**src/rtl/sm3_pkg.sv**
```systemverilog
// Shared constants, state encoding and rotation helpers for the SM3 message expansion.
package sm3_pkg;

    localparam int unsigned WORD_W     = 32;
    localparam int unsigned ROT_P1_A   = 15;
    localparam int unsigned ROT_P1_B   = 23;
    localparam int unsigned ROT_EXP_A  = 15;
    localparam int unsigned ROT_EXP_B  = 7;
    localparam int unsigned SM3_ROUNDS = 64;

    typedef enum logic {
        StIdle,
        StRun
    } state_e;

    function automatic logic [WORD_W-1:0] rotl(input logic [WORD_W-1:0] x,
                                               input int unsigned n);
        return (x << n) | (x >> (WORD_W - n));
    endfunction

    function automatic logic [WORD_W-1:0] p1(input logic [WORD_W-1:0] x);
        return x ^ rotl(x, ROT_P1_A) ^ rotl(x, ROT_P1_B);
    endfunction

endpackage

```
**src/rtl/sm3_expand_word.sv**
```systemverilog
// Combinational SM3 expansion step: W_j from W_(j-16), W_(j-13), W_(j-9), W_(j-6), W_(j-3).
module sm3_expand_word
    import sm3_pkg::*;
(
    input  logic [WORD_W-1:0] w_jm16,
    input  logic [WORD_W-1:0] w_jm13,
    input  logic [WORD_W-1:0] w_jm9,
    input  logic [WORD_W-1:0] w_jm6,
    input  logic [WORD_W-1:0] w_jm3,
    output logic [WORD_W-1:0] w_new
);

    logic [WORD_W-1:0] w_p1_in;

    assign w_p1_in = w_jm16 ^ w_jm9 ^ rotl(w_jm3, ROT_EXP_A);
    assign w_new   = p1(w_p1_in) ^ rotl(w_jm13, ROT_EXP_B) ^ w_jm6;

endmodule

```
**src/rtl/sm3_msg_expand.sv**
```systemverilog
// SM3 message expansion sequencer: loads a 512-bit block into a 16-word window and
// streams (W_j, W_j ^ W_(j+4)) pairs over a valid/ready handshake.
module sm3_msg_expand
    import sm3_pkg::*;
#(
    parameter int unsigned NUM_ROUNDS = SM3_ROUNDS
) (
    input  logic                  clk_in,
    input  logic                  rst_in,
    input  logic                  start_in,
    input  logic [16*WORD_W-1:0]  block_in,
    output logic                  ready_out,
    output logic                  w_valid_out,
    input  logic                  w_ready_in,
    output logic [WORD_W-1:0]     w_out,
    output logic [WORD_W-1:0]     wp_out,
    output logic [5:0]            index_out,
    output logic                  last_out,
    output logic                  done_out
);

    localparam logic [5:0] LAST_IDX = 6'(NUM_ROUNDS - 1);

    state_e            r_state;
    state_e            w_state_next;
    logic [WORD_W-1:0] r_win [16];
    logic [5:0]        r_cnt;
    logic              r_done;

    logic              w_start;
    logic              w_xfer;
    logic              w_last;
    logic [WORD_W-1:0] w_new;

    sm3_expand_word u_expand_word (
        .w_jm16 (r_win[0]),
        .w_jm13 (r_win[3]),
        .w_jm9  (r_win[7]),
        .w_jm6  (r_win[10]),
        .w_jm3  (r_win[13]),
        .w_new  (w_new)
    );

    assign w_start = (r_state == StIdle) && start_in;
    assign w_xfer  = (r_state == StRun) && w_ready_in;
    assign w_last  = (r_state == StRun) && (r_cnt == LAST_IDX);

    always_comb begin
        w_state_next = r_state;
        case (r_state)
            StIdle: if (start_in) w_state_next = StRun;
            StRun:  if (w_xfer && w_last) w_state_next = StIdle;
        endcase
    end

    always_ff @(posedge clk_in or posedge rst_in) begin
        if (rst_in) begin
            r_state <= StIdle;
            r_cnt   <= '0;
            r_done  <= 1'b0;
            for (int i = 0; i < 16; i++) r_win[i] <= '0;
        end else begin
            r_state <= w_state_next;
            r_done  <= w_xfer && w_last;
            if (w_start) begin
                // win[0] takes the most significant word of the block
                for (int i = 0; i < 16; i++) r_win[i] <= block_in[(15-i)*WORD_W +: WORD_W];
                r_cnt <= '0;
            end else if (w_xfer) begin
                for (int i = 0; i < 15; i++) r_win[i] <= r_win[i+1];
                r_win[15] <= w_new;
                if (!w_last) r_cnt <= r_cnt + 6'd1;
            end
        end
    end

    assign ready_out   = (r_state == StIdle);
    assign w_valid_out = (r_state == StRun);
    assign w_out       = r_win[0];
    assign wp_out      = r_win[0] ^ r_win[4];
    assign index_out   = r_cnt;
    assign last_out    = w_last;
    assign done_out    = r_done;

endmodule

```
**config.mk**
```make
export PLATFORM = sky130hd
export DESIGN_NAME = sm3_msg_expand
export DESIGN_NICKNAME = d
export VERILOG_FILES = /design/src/rtl/sm3_pkg.sv /design/src/rtl/sm3_expand_word.sv /design/src/rtl/sm3_msg_expand.sv
export SDC_FILE = /design/constraint.sdc
export NUM_CORES = 1
export LEC_CHECK = 0
export BUFFER_PORTS_ARGS = -buffer_cell sky130_fd_sc_hd__buf_4
export CORE_MARGIN = 3
export CORE_UTILIZATION = 39
export DETAILED_ROUTE_END_ITERATION = 10
export GPL_TIMING_DRIVEN = 0
export PLACE_DENSITY_LB_ADDON = 0.25
export SETUP_SLACK_MARGIN = 0.05
export SYNTH_ARGS = -nofsm -noshare
export SYNTH_HDL_FRONTEND = slang
export SYNTH_SLANG_ARGS = --single-unit
```
**constraint.sdc**
```tcl
create_clock -name clk_in -period 21.1 [get_ports clk_in]
set_input_delay 1.055 -clock clk_in [delete_from_list [all_inputs] [get_ports clk_in]]
set_output_delay 1.055 -clock clk_in [all_outputs]
set_load 0.02 [all_outputs]
```
# Word-level counts from Yosys, hierarchy flattened
# Cells that the tools add are included.
[totals] elab_cells=48 out_inout_bits=74 register_bits=520
[classes] muxes=8 bitwise_logic=12 eq_ne=2 n_reduce_logical=6 addsub=1
[ops] operator="512-bit two-way mux" n=2
[ops] operator="32-bit bitwise XOR" n=7
[ops] operator="32-bit by 15-bit OR with 32-bit output" n=2
[ops] operator="32-bit by 23-bit OR with 32-bit output" n=1
[ops] operator="32-bit by 7-bit OR with 32-bit output" n=1
[ops] operator="6-bit two-way mux" n=3
[ops] operator="6-bit by 1-bit adder with 6-bit output (second input constant)" n=1
[ops] operator="6-bit equality test (second input constant)" n=1
[ops] operator="1-bit logical AND" n=4
[ops] operator="1-bit two-way mux" n=2
[ops] operator="2-bit inequality test (second input constant)" n=1
[ops] operator="1-bit case mux with 2 select lines" n=1
[ops] operator="2-bit AND reduction" n=1
[ops] operator="2-bit nonzero test" n=1
[ops] operator="1-bit inverter" n=1

# Logic depth before layout (Yosys ltp)
# Gate-level depths: netlist of the first run.
[depth] depth_word=9 mapped_depth=8 mapped_depth_nobuf=6

# Modules after synthesis
# Synthesis of the first run repeated with hierarchy kept, for this count alone.
[unflattened] hier_cells=3054 area_unflattened_um2=25972.4
[by_module_without_submodules] mod="sm3_msg_expand" cells_per_inst=2894 area_per_inst_um2=24099.4 seq_area_each_um2=13012.5 n_inst=1
[by_module_without_submodules] mod="sm3_expand_word" cells_per_inst=160 area_per_inst_um2=1873.0 seq_area_each_um2=0.0 n_inst=1

# Worst setup path after synthesis of the first run
# OpenSTA, ideal clock, no wires.
[synth_timing] path_kind="register -> output" from="register r_cnt[0] (netlist: index_out[0])" to="output port last_out" setup_slack_ns=18.840 required_time_ns=20.045 n_path_buf=0 arrival_time_ns=1.205 path_stages_with_launch=4 path_cell_list="dfrtp_1 -> ha_1 -> nand3_1 -> nor2_1"
[synth_between] elab_chain_len=2
[synth_rtl] item="start: declaration" line="sm3_msg_expand.sv:27" text="logic [5:0] r_cnt;"
[synth_rtl] item="start signal: assignment" line="sm3_msg_expand.sv:72" text="if (!w_last) r_cnt <= r_cnt + 6'd1;"
[synth_rtl] item="6-bit equality test" line="sm3_msg_expand.sv:46" text="assign w_last = (r_state == StRun) && (r_cnt == LAST_IDX);"
[synth_rtl] item="1-bit logical AND" line="sm3_msg_expand.sv:46"
[synth_rtl] item="end: declaration" line="sm3_msg_expand.sv:18" text="output logic last_out,"
# Every way passes these cells.

# Worst setup path after layout of the first run
# Same ends and word-level chain as after synthesis.

==> results.ini, run 1 <==
[route]
drtPass1Iterations=6
wirelength_um=109000
viasPerCell=5.60
via_count=22164
drt_first_iter_violations=2212
detail_route.wl_per_cell_um=27.6
route.detailed.drc=0
antenna_left=0

[grt]
antenna_found_initial=17
grt_pass1_vias=22193
track_usage=0.337
grt_max_degree=133
grt-ovfl-total=0
grt_pass1_wl_um=154000

[placed_design]
port_buffers=589
post-place-ws_ns=17.94
dpl.hpwl_um=87600
gp_congestion=0.953
place_area_mm2=0.0290

[timing]
slew_violations=0
setup_slack_ns=18.19
finClkSkew_ns=0.0266
slew_headroom=0.503
fin_crit_ns=2.91
fin_crit_sh=0.138
hold_violations=0
max_clock_freq_mhz=343
worst_pin_slew_ns=0.746
setup_viol=0
rsz0062_at_grt=no
setup_tns_ns=0

[clock_network]
htreeDepth=2
cts_resized=0
cts_buffer_depth=3
cts_buffers=57
path_clk_slew_ns=0.06
ctsRootBufferMaster=clkbuf_16
clk_latency_ns=0.63
cts_tree=done
ctsHoldBuffers=0
post-cts-setup-buffers=0
cts_num_sinks=520

[power]
cellLeakagePower_uw=0.0140
vdd_drop_max_mv=0.0670
total_power_uw=3790
powerDensity_mw_per_mm2=123
switching_power_uw=1420
swShare=0.375
pwr-share-seq=0.415
intPower_uw=2370
clockPowerShare=0.264
comb_power_share=0.321

[floorplan]
die_y_um=251
io_pins=590
die_area_mm2=0.0631
coreArea_mm2=0.0592
initial_core_util=0.396
die_w_um=251
rows=89

[setup_path]
crit_required_ns=20.05
crit_type=register to output port
r2r_slack_ns=18.60
endpoint_kind=output port
timing.rr.start=w_valid_out
r2r-end=r_win[29]
cp.arrival_ns=1.86
worstPathMaxFanout=6
startpoint_type=register
reg2reg_depth=6

[finish]
drive_gt1_frac=0.252
area_delta_synth_final_pct=31.4
num-nets-final=3650
nFillCells=5579
final_common_cell=nor2_1
final_cell_mix=627 x nor2_1, 621 x buf_4, 520 x dfrtp_1
finalInstanceArea_mm2=0.0308

[outcome]
status=complete, no violations

[synthesis]
yosysUniqueCellTypes=32
ys_seq_area_frac=0.555
synth.avg_cell_area_um2=9.46
syn_nets=2998
netlist_area_mm2=0.0235
ys_warn_count=0
ys_seq_elements=520
synthCells=2481

[run]
maxCapViolCount=0

[hold_path]
min_path_type=input port to asynchronous set/reset pin

-- per-layer routing --
layer | track usage | wire length (um) | up-vias
met5 | 0 | 89 | -
li1 | - | - | 9772
met4 | 0.120 | 4150 | 12
met2 | 0.568 | 52700 | 1122
met1 | 0.426 | 43100 | 11055
met3 | 0.0781 | 9330 | 203
-- worst max-delay path by stage --
stage | startpoint | to | slack, ns | cells after the start
3_5_place_dp | w_ready_in | r_win[29] | 17.94 | 6
6_report | index_out[0] | last_out | 18.19 | 4
4_1_cts | index_out[0] | last_out | 18.19 | 4
2_1_floorplan | rst_in | done_out | 5.52 | 1
3_3_place_gp | rst_in | r_win[330] | 0.02 | 2
5_1_grt | index_out[0] | last_out | 18.09 | 4
-- Yosys cell counts --
cell type | n | area (um2)
nor2_1 | 627 | 2350
dfrtp_1 | 520 | 13000
nand2_1 | 357 | 1340
o22ai_1 | 308 | 1930
a22oi_1 | 198 | 1490
xnor2_1 | 132 | 1160
buf_2 | 79 | 395
xor2_1 | 73 | 639
clkbuf_1 | 72 | 270
buf_4 | 32 | 240
o21ai_0 | 26 | 130
buf_1 | 18 | 67.6
xnor3_1 | 6 | 135
a21oi_1 | 4 | 20.0
a221o_1 | 3 | 30.0
inv_1 | 3 | 11.3
xnor2_2 | 3 | 48.8
and2_1 | 2 | 12.5
and3_1 | 2 | 12.5
nand3_1 | 2 | 10.0
nand4_1 | 2 | 12.5
xor3_1 | 2 | 47.6
a31oi_1 | 1 | 6.26
clkbuf_4 | 1 | 7.51
ha_1 | 1 | 12.5
nor2_2 | 1 | 6.26
nor2b_1 | 1 | 6.26
o21a_1 | 1 | 7.51
o21ai_1 | 1 | 5.00
or4_1 | 1 | 7.51
xnor3_2 | 1 | 23.8
xor3_2 | 1 | 25.0
-- cell type report --
cell class	instances	area, um2	share of cell area
antenna	12	30.0	0.000974
clock inverter	23	255	0.00827
inverter	3	18.8	0.000608
sequential	520	13000	0.422
multi-input combinational	1756	9460	0.307
clock buffer	76	1590	0.0515
timing repair buffer	593	4530	0.147
tap	773	967	0.0314
buffer	202	981	0.0318
-- worst max-delay path, cell delays in order, from the launching register on --
cell and delay, ns:
dfrtp_1 0.45, ha_1 0.23, nand3_1 0.11, nor2_1 0.26
buf_4 0.21
-- logic make-up after synthesis --
group                    share of synthesized area
AND/OR/NAND/NOR                              0.160
AO/OA/AOI/OAI                                0.154
adder cells (fa/ha/maj)                   0.000533
flip-flops                                   0.555
buffers and inverters                       0.0423
XOR/XNOR                                    0.0885
-- registers in the layout (all words and copies together), names as in the netlist --
name and count:
w_valid_out 1, w_out 32, r_win 480, index_out 6
done_out 1
-- power by group through the flow --
stage | combinational, uW | sequential, uW | clock [uW]
after global routing | 1300 | 1590 | 1050
after CTS | 1210 | 1560 | 1010
after global placement | 1180 | 1580 | 0
after detailed placement | 1200 | 1580 | 0
after floorplan | 781 | 1410 | 0
final | 1220 | 1570 | 1000
-- metrics by stage --
| stage | std cells | utilization | hold WS [ns] |
|---|---|---|---|
| 2_1_floorplan | 2481 | - | 0.447 |
| 3_3_place_gp | 3843 | 0.487 | 0.458 |
| 3_5_place_dp | 3847 | 0.489 | 0.463 |
| 4_1_cts | 3946 | 0.520 | 0.459 |
| 5_1_grt | 3956 | 0.521 | 0.484 |
| 6_report | 3958 | 0.521 | 0.465 |
No activity file was read; power rests on OpenSTA's default activity.
==> run 2, diff against run 1 <==
Clock period 21.1 ns to 2.93 ns, I/O delays scaled along.
==> run 2 against run 1 <==
Against the previous run: clock skew up 0.0094 ns; combinational power rose to 7.6 times the previous value; count of clock-buffer cells in the layout up 2; die area unchanged; total power rose to 7.5 times the previous value; hold slack worse by 0.24 ns; largest cell class unchanged; setup slack worse by 18 ns; first-iteration DRC count up 9.5%; non-clock buffer count up 526; clock power rose to 7.9 times the previous value; global-route usage up 2.8 points.
==> results.ini, run 2 (synthesis results as in run 1) <==
[setup_path]
worstPathMaxFanout=10
r2r_slack_ns=0.47
startpoint_type=register
crit_required_ns=3.47
cp_slowest_cell=nand2_1
cpLargestDelayFamily=buffers and inverters
crit_buf_inv=3
cp.arrival_ns=3.00
crit_type=register to register
cp_cell_sequence=buf_2, nand2_1, buf_2, clkbuf_1, o22ai_1, nor2_1
cp_slowest_stage_delay_ns=0.50
endpoint_kind=register
r2r-end=r_win[227]
reg2reg_depth=6
timing.rr.start=w_valid_out
cpMostUsedCell=buf_2

[floorplan]
die_w_um=251
coreArea_mm2=0.0592
io_pins=590
die_y_um=251
die_area_mm2=0.0631
rows=89
initial_core_util=0.396

[power]
cellLeakagePower_uw=0.0164
total_power_uw=28600
powerDensity_mw_per_mm2=785
vdd_drop_max_mv=0.535

[grt]
grt_pass1_vias=25666
track_usage=0.365
grt-ovfl-total=0
antenna_found_initial=10
grt_pass1_wl_um=169000
grt_max_degree=43

[run]
maxCapViolCount=0

[route]
drtPass1Iterations=6
viasPerCell=5.57
detail_route.wl_per_cell_um=26.2
antenna_left=0
route.detailed.drc=0
via_count=24993
drt_first_iter_violations=2423
wirelength_um=117000

[finish]
area_delta_synth_final_pct=55.0
top_register=r_win
drive_gt1_frac=0.220
largest_reg_flops=480
num-nets-final=4176
final_common_cell=nor2_1
finalInstanceArea_mm2=0.0364
final_cell_mix=627 x nor2_1, 621 x buf_4, 520 x dfrtp_1

[clock_network]
path_clk_slew_ns=0.07
htreeDepth=2
cts_buffer_depth=3
post-cts-setup-buffers=0
cts_resized=0
ctsRootBufferMaster=clkbuf_16
cts_num_sinks=520
cts_tree=done
clk_latency_ns=0.63
cts_buffers=57

[hold_path]
min_path_type=input port to asynchronous set/reset pin

[timing]
fin_crit_ns=2.46
slew_violations=0
max_clock_freq_mhz=406
rsz0062_at_grt=no
slew_headroom=0.488
worst_pin_slew_ns=0.767
fin_crit_sh=0.840
whs_ns=0.230
setup_slack_ns=0.469
setup_tns_ns=0
finClkSkew_ns=0.0360
hold_violations=0
setup_viol=0

[placed_design]
dpl.hpwl_um=88900
port_buffers=589
place_area_mm2=0.0291
gp_congestion=0.946
post-place-ws_ns=0.536

[outcome]
status=complete, no violations

[run 2: cell types whose count changed in the layout (fill, tap and decap cells not counted), sizes merged]
cell         delta
buf            +10
bufinv          +6
clkbuf          +2
clkinv          -2
clkinvlp        -1
diode           -2
dlygate4sd3   +516
inv             -2
[run 2: area by class of cell]
class                           count  area, um2
Timing Repair Buffer             1119       9870
Sequential cell                   520      13000
Multi-Input combinational cell   1756       9460
Clock buffer                       78       1640
Fill cell                        4792      22900
Clock inverter                     24        405
Tap cell                          773        967
Antenna cell                       10       25.0
Inverter                            3       15.0
Buffer                            202        981
[run 2: worst reg2reg max path: cells and delay by family (launching register included)]
kind / cells / cell delay, ns
buffers and inverters: 3 / 1.08
and+or+nand+nor: 2 / 0.67
AOI/OAI and AO/OA: 1 / 0.29
DFF: 1 / 0.37
[run 2: where the power goes]
group / internal, uW / switching [uW]
registers: 9000 / 2390
clock network: 4780 / 3090
logic: 4390 / 4910
[run 2: how the worst max path moves through the flow]
| stage | startpoint | endpoint | slack, ns | depth (start not counted) |
|---|---|---|---|---|
| 2_1_floorplan | rst_in | done_out | -4.28 | 1 |
| 3_3_place_gp | rst_in | r_win[326] | -7.21 | 2 |
| 3_5_place_dp | w_valid_out | r_win[29] | 0.54 | 6 |
| 4_1_cts | w_valid_out | r_win[29] | 0.52 | 6 |
| 5_1_grt | w_valid_out | r_win[227] | 0.41 | 6 |
| 6_report | w_valid_out | r_win[227] | 0.47 | 6 |
[run 2: repair_timing]
action | 4_1_cts | 5_1_grt
hold buffers | 516 | 0
hold endpoints to repair | 545 | 0
setup endpoints to repair | 0 | 0
[run 2: per-stage QoR]
stage / util / cells
floorplan: - / 2481
global placement: 0.487 / 3843
detailed placement: 0.492 / 3857
CTS: 0.614 / 4475
global route: 0.614 / 4482
finish: 0.614 / 4485
[run 2: metal layers]
| metal | share of wire | GRT usage |
|---|---|---|
| met5 | 0.00011 | 0 |
| met4 | 0.061 | 0.199 |
| met3 | 0.081 | 0.0651 |
| met2 | 0.47 | 0.601 |
| met1 | 0.39 | 0.458 |
==> run 3, diff against run 2 <==
Settings changed: ABC_AREA from default to 1.
Clock period 2.93 ns to 2.3 ns, I/O delays scaled along.
==> run 3 against run 2 <==
Against the previous run: the flow now finishes with violations (negative setup slack); cell count up 19%; wire length up 20%; critical path type unchanged; total power up 97%; core utilization down 2.2 points; synthesized cell count up 30%; combinational power rose to 3.1 times the previous value; largest power group is now combinational logic; sequential power up 59%; clock skew about the same; count of clock-buffer cells in the layout up 4.
==> results.ini, run 3 <==
[timing]
setup_tns_ns=-0.0498
setup_slack_ns=-0.0498
hold_violations=0
finClkSkew_ns=0.0363
setup_viol=1
max_clock_freq_mhz=426
fin_crit_ns=2.35
rsz0062_at_grt=yes
slew_headroom=0.507
fin_crit_sh=1.02
slew_violations=0
worst_pin_slew_ns=0.740

[outcome]
violations=negative setup slack
status=finished with violations

[placed_design]
place_inst=4705
dpl.hpwl_um=108000
port_buffers=589
gp_congestion=0.993
post-place-ws_ns=-0.573

[synthesis]
syn_nets=3754
async_reset_ff_frac=1.00
synthSimpleGateAreaFrac=0.199
synth_common_cells=705 x nand2_1, 520 x dfrtp_1, 365 x inv_1, 305 x nor2_1, 238 x a21oi_1
yosysMostFrequentCell=nand2_1
synth_fa_ha_area_frac=0.000480
synthCells=3237
synth_largest_area_cell=dfrtp_1
ys_warn_count=0
ys_top_cells_by_area=dfrtp_1 50%, nand2_1 10%, inv_1 5.3%
synth-compound-area-share=0.183
yosysUniqueCellTypes=32
synth-xor-area-share=0.0227
synth_mux_area_frac=0
synth_top_family_by_area=simple AND/OR/NAND/NOR gates
ys_seq_elements=520
synth_ff_type=dfrtp_1
synth_edf_count=0
yosys.area.top_type_share=0.499
netlist_area_mm2=0.0261
synth.avg_cell_area_um2=8.06
ys_seq_area_frac=0.499

[power]
cellLeakagePower_uw=0.0187
powerDensity_mw_per_mm2=1450
total_power_uw=56400
vdd_drop_max_mv=0.689

[finish]
nFillCells=5734
top_register=r_win
seq_area_mm2=0.0130
fin_util=0.591
multi_input_area_mm2=0.0106
final_common_cell=nand2_1
area_delta_synth_final_pct=49.6
final_cell_mix=704 x nand2_1, 635 x buf_4, 520 x dfrtp_1
largest_reg_flops=480
num-nets-final=4931
final_cells=5331
drive_gt1_frac=0.187

[grt]
grt_pass1_wl_um=199000
grt_max_degree=43
grt_pass1_vias=30117
antenna_found_initial=7
grt-ovfl-total=0
track_usage=0.392

[route]
antenna_left=0
drt_first_iter_violations=3593
route.detailed.drc=0
detail_route.wl_per_cell_um=26.3
wirelength_um=140000
drtPass1Iterations=8
via_count=30008
viasPerCell=5.63

[clock_network]
path_clk_slew_ns=0.07
cts_num_sinks=520
ctsRootBufferMaster=clkbuf_16
htreeDepth=2
cts_buffers=56
cts_buffer_depth=3
clk_latency_ns=0.64
cts_tree=done

[floorplan]
io_pins=590
initial_core_util=0.395
rows=94
coreArea_mm2=0.0660
die_w_um=265
die_area_mm2=0.0700
die_y_um=265

[setup_path]
r2r-end=r_win[69]
setup.worst_path.end=r_win[69]
startpoint_type=register
cp.arrival_ns=2.80
crit_type=register to register
r2r_slack_ns=-0.05
worstPathMaxFanout=10
cp_slowest_stage_delay_ns=0.44
startpoint=w_valid_out
cp_slowest_cell=o221ai_1
cp_cell_sequence=nand2_2, inv_2, nor2_4, inv_2, buf_4, clkbuf_4, o221ai_1
endpoint_kind=register
timing.rr.start=w_valid_out
reg2reg_depth=7
crit_required_ns=2.75
cpMostUsedCell=inv_2

[run]
maxCapViolCount=0

[hold_path]
min_path_type=input port to register

run 3: cell types whose count changed after synthesis, moves of 92 or more:
cell      before  now
a21oi_1        4  238
nand2_1      357  705
o221ai_1       0  147
a22oi_1      198    0
a211oi_1       0   92
inv_1          3  365
nor3_1         0   93
xnor2_1      132   15
o21ai_0       26  121
nor2_1       627  305
nand3_1        2  173
o22ai_1      308  139
run 3: final cells by class:
class	instances	area share
Tap cell	864	0.0277
Clock inverter	21	0.00654
Clock buffer	82	0.0412
Sequential cell	520	0.333
Inverter	369	0.0357
Antenna cell	8	0.000513
Multi-Input combinational cell	2112	0.272
Buffer	236	0.0303
Timing Repair Buffer	1119	0.253
run 3: per-layer routing:
layer	GRT usage	part of all wire	vias to the layer above
met2	0.615	0.44	1984
met3	0.0818	0.10	500
li1	-	-	13195
met5	0	0	-
met1	0.481	0.37	14329
met4	0.285	0.085	0
run 3: how the worst min path moves through the flow:
stage                  startpoint         end  slack (ns)  cells past startpoint
finish              block_in[111]  r_win[111]        0.24                      4
global placement    block_in[206]  r_win[206]        0.33                      3
floorplan           block_in[100]  r_win[100]        0.24                      2
global route        block_in[111]  r_win[111]        0.26                      4
CTS                 block_in[111]  r_win[111]        0.22                      4
detailed placement         rst_in  r_win[366]        0.01                      2
run 3: cells by family (layout without fill, tap and decap cells):
kind of cell | after synthesis | after routing
DFF | 520 | 520
adders and majority gates | 1 | 1
other | 0 | 8
buffers and inverters | 605 | 1827
AOI/OAI and AO/OA | 758 | 758
and+or+nand+nor | 1287 | 1287
xor gates and xnor gates | 66 | 66
run 3: repair_timing:
| action | 4_1_cts | 5_1_grt |
|---|---|---|
| hold buffers | 514 | 0 |
| pin swaps | 1 | 0 |
| buffers inserted | 1 | 0 |
| gates cloned | 0 | 0 |
| gates resized for setup | 27 | 29 |
| hold endpoints to repair | 643 | 0 |
| endpoints found under the setup margin | 462 | 164 |
run 3: through the flow:
| stage | area [um2] | hold WS, ns |
|---|---|---|
| floorplan | 26100 | 0.242 |
| global placement | 31600 | 0.330 |
| detailed placement | 31900 | 0.0100 |
| CTS | 39000 | 0.219 |
| global route | 39000 | 0.257 |
| finish | 39000 | 0.237 |
run 3: where the power goes:
part           switching, uW  internal [uW]  total (uW)
Sequential              4380          13700       18100
Clock                   3970           5410        9380
Combinational          18900          10000       28900
run 3: worst max-delay path: cells and delay by family, from the launching register on:
family,cells,cell delay [ns]
compound gates,1,0.44
buf+inv,4,0.80
simple gates,2,0.51
flops,1,0.42
